### src/rtl/message_build_param.sv
// -----------------------------------------------------------------------------
// message_build_param
//
// SHA-2 message padding engine. A config beat gives the message length in
// bits. BLOCK_W-bit message beats are then turned into padded blocks: the
// message bits, a single '1' bit, zero fill, and the big-endian length in the
// low LEN_W bits of the final block. BLOCK_W=512 serves SHA-224/256 and
// BLOCK_W=1024 serves SHA-384/512.
//
// Ports:
//   clk            clock, rising edge
//   rst            asynchronous active-high reset
//   cfg_size       message length in bits (64)
//   cfg_valid/ready  config handshake
//   data_in        message beat, MSB-first (BLOCK_W)
//   data_in_last   final beat of the message
//   data_in_valid/ready  beat handshake
//   data_out       padded block (BLOCK_W)
//   data_out_last  final block of the message
//   data_out_valid/ready block handshake
//   err_len        sticky beat-count mismatch flag
//
// Build option MESSAGE_BUILD_LEN_CHECK_EN: when defined, beats are counted
// against max(1, ceil(size/BLOCK_W)). A last flag on the wrong beat sets
// err_len. An early last is padded normally. A missing last makes the expected
// final beat act as last, and the surplus beats are swallowed up to and
// including the one carrying data_in_last. When undefined, err_len is 0 and
// only data_in_last ends a message.
// -----------------------------------------------------------------------------
module message_build_param #(
   parameter int BLOCK_W = 512,
   parameter int LEN_W   = (BLOCK_W == 1024) ? 128 : 64
) (
   input  logic               clk,
   input  logic               rst,
   input  logic [63:0]        cfg_size,
   input  logic               cfg_valid,
   output logic               cfg_ready,
   input  logic [BLOCK_W-1:0] data_in,
   input  logic               data_in_last,
   input  logic               data_in_valid,
   output logic               data_in_ready,
   output logic [BLOCK_W-1:0] data_out,
   output logic               data_out_last,
   output logic               data_out_valid,
   input  logic               data_out_ready,
   output logic               err_len
);

   localparam int IDX_W = $clog2(BLOCK_W);
   localparam logic [BLOCK_W-1:0] MSB_ONE  = {1'b1, {(BLOCK_W-1){1'b0}}};
   localparam logic [BLOCK_W-1:0] ALL_ONES = {BLOCK_W{1'b1}};

   typedef enum logic [1:0] {S_IDLE, S_DATA, S_PAD} state_t;
   typedef enum logic {PAD_ONE, PAD_LEN} pad_t;

   state_t             r_state;
   pad_t               r_pad_kind;
   logic [63:0]        r_size;
   logic [IDX_W-1:0]   r_rem;
   logic               r_cfg_ready;
   logic [BLOCK_W-1:0] r_out_data;
   logic               r_out_last;
   logic               r_out_valid;

   logic               w_out_free;
   logic               w_drop;
   logic               w_final_beat;
   logic               w_cfg_fire;
   logic               w_beat_fire;
   logic               w_len_fits;
   logic [BLOCK_W-1:0] w_keep_mask;
   logic [BLOCK_W-1:0] w_tail_blk;
   logic [BLOCK_W-1:0] w_len_blk;

   // Output register can take a new block when empty or draining this cycle.
   assign w_out_free = !r_out_valid || data_out_ready;

`ifdef MESSAGE_BUILD_LEN_CHECK_EN
   logic [63:0] r_beat_cnt;
   logic [63:0] r_exp_beats;
   logic        r_drop;
   logic        r_err_len;
   logic [63:0] w_cfg_exp;
   logic [63:0] w_beat_num;
   logic        w_cnt_hit;
   logic        w_len_bad;

   // max(1, ceil(size/BLOCK_W)) without risking overflow of size + BLOCK_W-1
   assign w_cfg_exp  = (cfg_size == 64'd0) ? 64'd1 :
                       (cfg_size >> IDX_W) + {63'd0, |cfg_size[IDX_W-1:0]};
   assign w_beat_num = r_beat_cnt + 64'd1;
   assign w_cnt_hit  = (w_beat_num == r_exp_beats);
   assign w_len_bad  = (data_in_last != w_cnt_hit);
   assign w_final_beat = data_in_last || w_cnt_hit;
   assign w_drop     = r_drop;
   assign err_len    = r_err_len;
`else
   assign w_final_beat = data_in_last;
   assign w_drop       = 1'b0;
   assign err_len      = 1'b0;
`endif

   // A new config is held off while surplus beats of the previous message
   // are still being swallowed, so they cannot be mistaken for new data.
   assign cfg_ready     = r_cfg_ready && !w_drop;
   assign data_in_ready = ((r_state == S_DATA) && w_out_free) || w_drop;
   assign w_cfg_fire    = cfg_valid && cfg_ready;
   assign w_beat_fire   = (r_state == S_DATA) && data_in_valid && w_out_free;

   // Length field fits in the last data block when r < BLOCK_W-LEN_W.
   assign w_len_fits  = (r_rem < IDX_W'(BLOCK_W - LEN_W));
   assign w_keep_mask = ~(ALL_ONES >> r_rem);
   assign w_tail_blk  = (data_in & w_keep_mask) | (MSB_ONE >> r_rem);
   assign w_len_blk   = {{(BLOCK_W-64){1'b0}}, r_size};

   assign data_out       = r_out_data;
   assign data_out_last  = r_out_last;
   assign data_out_valid = r_out_valid;

   always_ff @(posedge clk or posedge rst) begin
      if (rst) begin
         r_state     <= S_IDLE;
         r_pad_kind  <= PAD_ONE;
         r_size      <= 64'd0;
         r_rem       <= '0;
         r_cfg_ready <= 1'b0;
         r_out_data  <= '0;
         r_out_last  <= 1'b0;
         r_out_valid <= 1'b0;
`ifdef MESSAGE_BUILD_LEN_CHECK_EN
         r_beat_cnt  <= 64'd0;
         r_exp_beats <= 64'd0;
         r_drop      <= 1'b0;
         r_err_len   <= 1'b0;
`endif
      end else begin
         // Drain by default; any load below overrides this.
         if (r_out_valid && data_out_ready) begin
            r_out_valid <= 1'b0;
         end

         case (r_state)
            S_IDLE: begin
               if (w_cfg_fire) begin
                  r_size      <= cfg_size;
                  r_rem       <= cfg_size[IDX_W-1:0];
                  r_cfg_ready <= 1'b0;
                  r_state     <= S_DATA;
`ifdef MESSAGE_BUILD_LEN_CHECK_EN
                  r_beat_cnt  <= 64'd0;
                  r_exp_beats <= w_cfg_exp;
`endif
               end else begin
                  r_cfg_ready <= 1'b1;
               end
            end

            S_DATA: begin
               if (w_beat_fire) begin
                  r_out_valid <= 1'b1;
`ifdef MESSAGE_BUILD_LEN_CHECK_EN
                  r_beat_cnt <= w_beat_num;
                  if (w_len_bad) begin
                     r_err_len <= 1'b1;
                  end
                  // Count says final but producer has more: swallow the rest.
                  if (w_cnt_hit && !data_in_last) begin
                     r_drop <= 1'b1;
                  end
`endif
                  if (!w_final_beat) begin
                     r_out_data <= data_in;
                     r_out_last <= 1'b0;
                  end else if (r_size == 64'd0) begin
                     r_out_data  <= MSB_ONE;
                     r_out_last  <= 1'b1;
                     r_cfg_ready <= 1'b1;
                     r_state     <= S_IDLE;
                  end else if (r_rem == '0) begin
                     // Full final beat: padding needs a whole extra block.
                     r_out_data <= data_in;
                     r_out_last <= 1'b0;
                     r_pad_kind <= PAD_ONE;
                     r_state    <= S_PAD;
                  end else if (w_len_fits) begin
                     r_out_data  <= w_tail_blk | w_len_blk;
                     r_out_last  <= 1'b1;
                     r_cfg_ready <= 1'b1;
                     r_state     <= S_IDLE;
                  end else begin
                     // '1' bit fits but the length spills into an extra block.
                     r_out_data <= w_tail_blk;
                     r_out_last <= 1'b0;
                     r_pad_kind <= PAD_LEN;
                     r_state    <= S_PAD;
                  end
               end
            end

            S_PAD: begin
               if (w_out_free) begin
                  r_out_valid <= 1'b1;
                  r_out_last  <= 1'b1;
                  r_out_data  <= (r_pad_kind == PAD_ONE) ? (MSB_ONE | w_len_blk) : w_len_blk;
                  r_cfg_ready <= 1'b1;
                  r_state     <= S_IDLE;
               end
            end

            default: begin
               r_state <= S_IDLE;
            end
         endcase

`ifdef MESSAGE_BUILD_LEN_CHECK_EN
         if (r_drop && data_in_valid && data_in_last) begin
            r_drop <= 1'b0;
         end
`endif
      end
   end

endmodule

### config.mk
export PLATFORM = sky130hd
export DESIGN_NAME = message_build_param
export DESIGN_NICKNAME = d
export VERILOG_FILES = /design/src/rtl/message_build_param.sv
export SDC_FILE = /design/constraint.sdc
export NUM_CORES = 2
export LEC_CHECK = 0
export BUFFER_PORTS_ARGS = -buffer_cell sky130_fd_sc_hd__buf_2
export CAP_MARGIN = 20
export CELL_PAD_IN_SITES_DETAIL_PLACEMENT = 0
export CELL_PAD_IN_SITES_GLOBAL_PLACEMENT = 2
export CORE_AREA = 2 2 424 426
export CTS_BUF_LIST = sky130_fd_sc_hd__clkbuf_4
export CTS_CLUSTER_DIAMETER = 60
export DETAILED_ROUTE_END_ITERATION = 6
export DIE_AREA = 0 0 426 428
export PLACE_DENSITY_LB_ADDON = 0.1
export REMOVE_ABC_BUFFERS = 1
export SYNTH_ARGS = -nofsm -noshare
export SYNTH_HDL_FRONTEND = slang
export SYNTH_SLANG_ARGS = --single-unit
### constraint.sdc
create_clock -name clk -period 16.2 [get_ports clk]
set_input_delay 0.81 -clock clk [delete_from_list [all_inputs] [get_ports clk]]
set_output_delay 0.81 -clock clk [all_outputs]
set_load 0.05 [all_outputs]
[After elaboration in Yosys (flattened, before gate mapping)]
Cells that the tools add are included.
Storage, ports and cells
  flip-flop bits (word level): 591
  input bits: 582
  output and inout bits: 517
  word-level logic and storage cells: 78
Operators by class
  order comparisons: 1
  equality and inequality tests: 9
  shift operators: 2
  mux-type cells: 36
  bitwise gates (word level): 5
  reduce and logical (&&, ||, !) cells: 17
Operator list (count)
  $mux 512: 7
  $pmux 512 s2: 1
  $shr 512x9->512 const A: 2
  $and 512x512->512: 1
  $not 512->512: 1
  $or 512x512->512: 1
  $or 512x64->512: 1
  $logic_not 64->1: 1
  $mux 1: 17
  $mux 2: 7
  $logic_not 9->1: 1
  $lt 9x9->1 const B: 1
  $ne 2x2->1 const B: 4
  $pmux 2 s3: 1
  $reduce_and 6->1: 1
  $logic_and 1x1->1: 5
  $reduce_and 5->1: 1
  $pmux 1 s2: 2
  $reduce_and 4->1: 1
  $ne 3x2->1 const B: 1
  $ne 3x3->1 const B: 1
  $pmux 1 s3: 1
  $reduce_and 3->1: 1
  $reduce_bool 3->1: 1
  other kinds (9): 9

[Depth between registers and ports, before layout]
  depth after elaboration: 11
  depth in mapped cells: 12
  depth with buffers taken out: 8

[Worst setup path after synthesis]
No wires, ideal clock.
  path type: input to register
  start point: in data_in_last
  end point: reg r_out_data[110], in the netlist data_out[110]
  setup time: 87 ps
  data arrival time: 2627 ps
  data required time: 16113 ps
  slack: 13486 ps
  stages: 11
  path buffers: 5
  cell sequence: buf_2 > inv_2 > or4_1 > clkbuf_1 > nor2_1 > o21ai_1 > buf_4 > buf_6 > buf_2 > a21o_1 > a22oi_1
Between the ends
  word-level cells in the longest chain between the ends: 3
RTL lines
  start: declaration: line 40  | input logic data_in_last,
  $mux 512: line 172  | if (!w_final_beat) begin
  $mux 512: line 160  | if (w_beat_fire) begin
  $pmux 512 s2: line 143  | case (r_state)
  end signal: assignment: line 173  | r_out_data <= data_in;
  end signal: assignment: line 182  | r_out_data <= data_in;
  end signal: assignment: line 187  | r_out_data <= w_tail_blk | w_len_blk;
  end: declaration: line 62  | logic [BLOCK_W-1:0] r_out_data;
Every way passes these cells. The select of a mux whose other input is x is not followed.
A chain may end at the register's enable or synchronous reset.

[Worst setup path after layout]
  start point: reg r_state[0]
  end point: reg r_out_data[465], in the netlist data_out[465]
Between the ends
  word-level cells in the longest chain between the ends: 5
  elaborated cells between the ends (all ways): 9
  those cells by class: eq/ne: 4; mux: 1; reduce/logical: 4
RTL lines
  start: declaration: line 57  | state_t r_state;
  start signal: assignment: line 123  | r_state <= S_IDLE;
  start signal: assignment: line 149  | r_state <= S_DATA;
  start signal: assignment: line 179  | r_state <= S_IDLE;
  $eq 2x1->1: line 109, 143
  $logic_and 1x1->1 (2 in a row): line 109  | assign w_beat_fire = (r_state == S_DATA) && data_in_valid && w_out_free;
  $ne 2x2->1 (no source line)
  $reduce_and 3->1 (no source line)
Several ways; a longest one is shown, not always the timed one.

==> flow_summary.yaml <==
run_status:
  status: "finished clean"
cts:
  cts.reportedPaths.clkPinSlew_ns: 0.06
  cts_root_buf: "clkbuf_4"
  cts-resized-gates: 0
  clock_latency_ns: 1.35
  cts_hold_buf: 583
  clockBufferDepth: 3
  postCtsSetupBuffers: 0
  htree_levels: 4
  cts_num_sinks: 582
  numCtsBuffers: 197
  cts_tree: "done"
logic_synthesis:
  yosysSeqAreaShare_pct: 43.5
  syn_area_per_cell_um2: 8.57
  synth_area_um2: 33500
  synth_cell_types: 79
  muxShareOfSynthArea_pct: 2.30
  synth_fa_ha_area_share_pct: 0.149
  synthXorXnorAreaFrac_pct: 0
  synth-compound-area-share_pct: 36.4
  synth_edf_count: 0
  synth_top_family_by_area: "compound AO/OA/AOI/OAI gates"
  synth-seq-cells: 582
  yosys_most_used_dff: "dfrtp_1"
  ys_warn_count: 0
  synth-async-reset-ratio_pct: 100
  yosys.area_share.simple_pct: 12.7
  syn_inst: 3905
drt:
  vias: 43700
  via_per_inst: 5.43
  met3_length_um: 18500
  ant_nets: 0
  first_iter_violations: 4144
  dr_wl_met2_um: 151000
  wirelength_um: 320000
  wirelength_met1_um: 133000
  drt-pass1-iter-count: 6
  route.detailed.drc: 0
  wl_per_cell_um: 39.7
  top_layer: "met5"
critical_path:
  cp-start-kind: "flop"
  required_ns: 17.39
  r2r_slack_ns: 10.66
  crit_fanout: 67
  cp_slowest_stage_delay_ns: 0.83
  r2r_end: "data_out[465]$_DFFE_PP0P_"
  crit_arrival_ns: 6.73
  crit_type: "reg -> reg"
  rr_worst_depth: 11
  timing.rr.start: "r_state[0]$_DFFE_PP0P_"
  worstPathCellList: "inv_1 -> ha_4 -> nor2b_1 -> o21ai_4 -> buf_4 -> buf_4 -> buf_4 -> buf_4 -> buf_4 -> nor2_1 -> a22o_1"
  crit_path_frequent_cell: "buf_4"
  critPathSlowestCell: "buf_4"
  crit_path_end_kind: "flop"
floorplanning:
  num_io_pins: 1099
  die_w_um: 426
  die_area_um2: 182000
  std_cell_rows: 155
  start_util_pct: 18.8
  fp.dieH_um: 428
  core-area_um2: 178000
timing:
  timing.final.crit_share_pct: 34.2
  finClkSkew_ns: 0.0858
  hold_slack_ns: 0.0593
  rsz0062_at_grt: "no"
  finalWorstSetupSlack_ns: 10.66
  fmax_mhz: 181
  worst_pin_slew_ns: 1.42
  hold_viol: 0
  drv_slew: 0
  slew-limit-headroom_pct: 5.39
  final-setup-viol-count: 0
  fin_crit_ns: 5.54
grt:
  grt_overflow: 0
  grt_pass1_vias: 44000
  grtUsageTotal_pct: 33.9
  grt_max_degree: 161
  grt_pass1_wl_um: 420000
  antenna_found_initial: 69
final_layout:
  layout.nets: 6129
  final_util_pct: 28.4
  drive_gt1_share_pct: 30.5
  layoutNonFillerInstCount: 8055
  syn2layout_area_growth_pct: 50.7
placed_design:
  place.gp.congestion: 0.858
  dpl.hpwl_um: 222000
  dp_cells: 7113
  dp_slack_ns: 10.69
  port_buffers: 1097
power_and_ir_drop:
  power_density_nw_per_um2: 248
  p_leak_uw: 0.0220
  max-vdd-ir-drop_v: 0.000141
  finalPower_uw: 12500
hold_path:
  hold_class: "in -> async"
run:
  cap_violations: 0
## sequential cells by signal, indices dropped and copies added, names as in the netlist
signal / flops
data_out: 512
r_pad_kind: 1
r_state: 2
data_out_last: 1
r_size: 64
cfg_ready: 1
data_out_valid: 1
## synth_stat cells (25+ instances only)
cell / n / area share [%]
a211oi_1: 31 / 0.70
a21oi_1: 296 / 4.4
a221o_1: 95 / 2.8
a22o_1: 48 / 1.3
a22oi_1: 474 / 11
a31oi_1: 26 / 0.49
a32oi_1: 25 / 0.65
buf_2: 36 / 0.54
clkbuf_1: 338 / 3.8
dfrtp_1: 582 / 44
mux2_2: 64 / 2.2
nand2_1: 407 / 4.6
nand3_1: 53 / 0.79
nand3b_1: 41 / 0.92
nor2_1: 233 / 2.6
nor3_1: 68 / 1.0
o21ai_0: 673 / 10
o221ai_1: 32 / 0.84
o22ai_1: 26 / 0.49
o31ai_1: 34 / 0.76
## layer usage
layer / GRT usage [%] / up-vias
met3: 5.78 / 582
li1: - / 18300
met5: 0 / -
met1: 42.8 / 22700
met2: 55.9 / 2169
met4: 15.8 / 14
## critical path: cells and delay by family, from the launching register on
kind	cells	cell delay, ns
AO/OA/AOI/OAI	2	0.38
AND/OR/NAND/NOR	2	0.35
flip-flops	1	0.41
buffers and inverters	6	3.66
adder cells (fa/ha/maj)	1	0.32
## through the flow
step / setup TNS (ns) / instance area [um^2]
6_report: 0 / 50400
5_1_grt: 0 / 50400
4_1_cts: 0 / 50300
3_5_place_dp: 0 / 42000
3_3_place_gp: 0 / 42000
2_1_floorplan: -1798.63 / 31900
## area by class of cell
cell class,instances,area (um^2)
inverters,22,90.1
clock buffers,302,2270
repair buffers,1839,12600
fillers,19600,127000
clock inverters,20,181
diodes,34,85.1
multi-input cells,2901,17700
well taps,2355,2950
flip-flops and latches,582,14600
## logic make-up (layout without fill, tap and decap cells)
group	Yosys count	after routing
fa+ha+maj	4	4
mux	69	69
flops	582	582
compound gates	1894	1894
simple gates	933	933
buf+inv	422	2183
other cells	1	35
## report_power, final
group,leakage [uW],switching [uW],internal (uW)
Combinational,0.0132,6250,1780
Sequential,0.00726,664,2110
Clock,0.00147,825,878
Total,0.0220,7740,4770
## worst max-delay path by stage
stage,slack [ns],endpoint,startpoint,cells after the start
finish,10.66,data_out[465]$_DFFE_PP0P_,r_state[0]$_DFFE_PP0P_,11
global route,10.46,data_out[81]$_DFFE_PP0P_,r_state[0]$_DFFE_PP0P_,11
CTS,10.79,data_out[465]$_DFFE_PP0P_,r_state[0]$_DFFE_PP0P_,11
detailed placement,10.69,data_out[465]$_DFFE_PP0P_,data_in_valid,10
global placement,10.73,data_out[465]$_DFFE_PP0P_,data_in_valid,10
floorplan,-6.60,data_out[120]$_DFFE_PP0P_,r_state[0]$_DFFE_PP0P_,8
## cell usage in the layout (no fill, tap or decap), types with 62 or more instances in the layout
cell / netlist / routed
buf_2: 36 / 1097
o21ai_0: 673 / 671
dlygate4sd3_1: 0 / 583
dfrtp_1: 582 / 573
a22oi_1: 474 / 474
nand2_1: 407 / 401
clkbuf_4: 0 / 302
a21oi_1: 296 / 293
nor2_1: 233 / 215
buf_4: 7 / 151
a221o_1: 95 / 95
mux2_2: 64 / 64
nor3_1: 68 / 62
(Power assumes the default switching activity.)
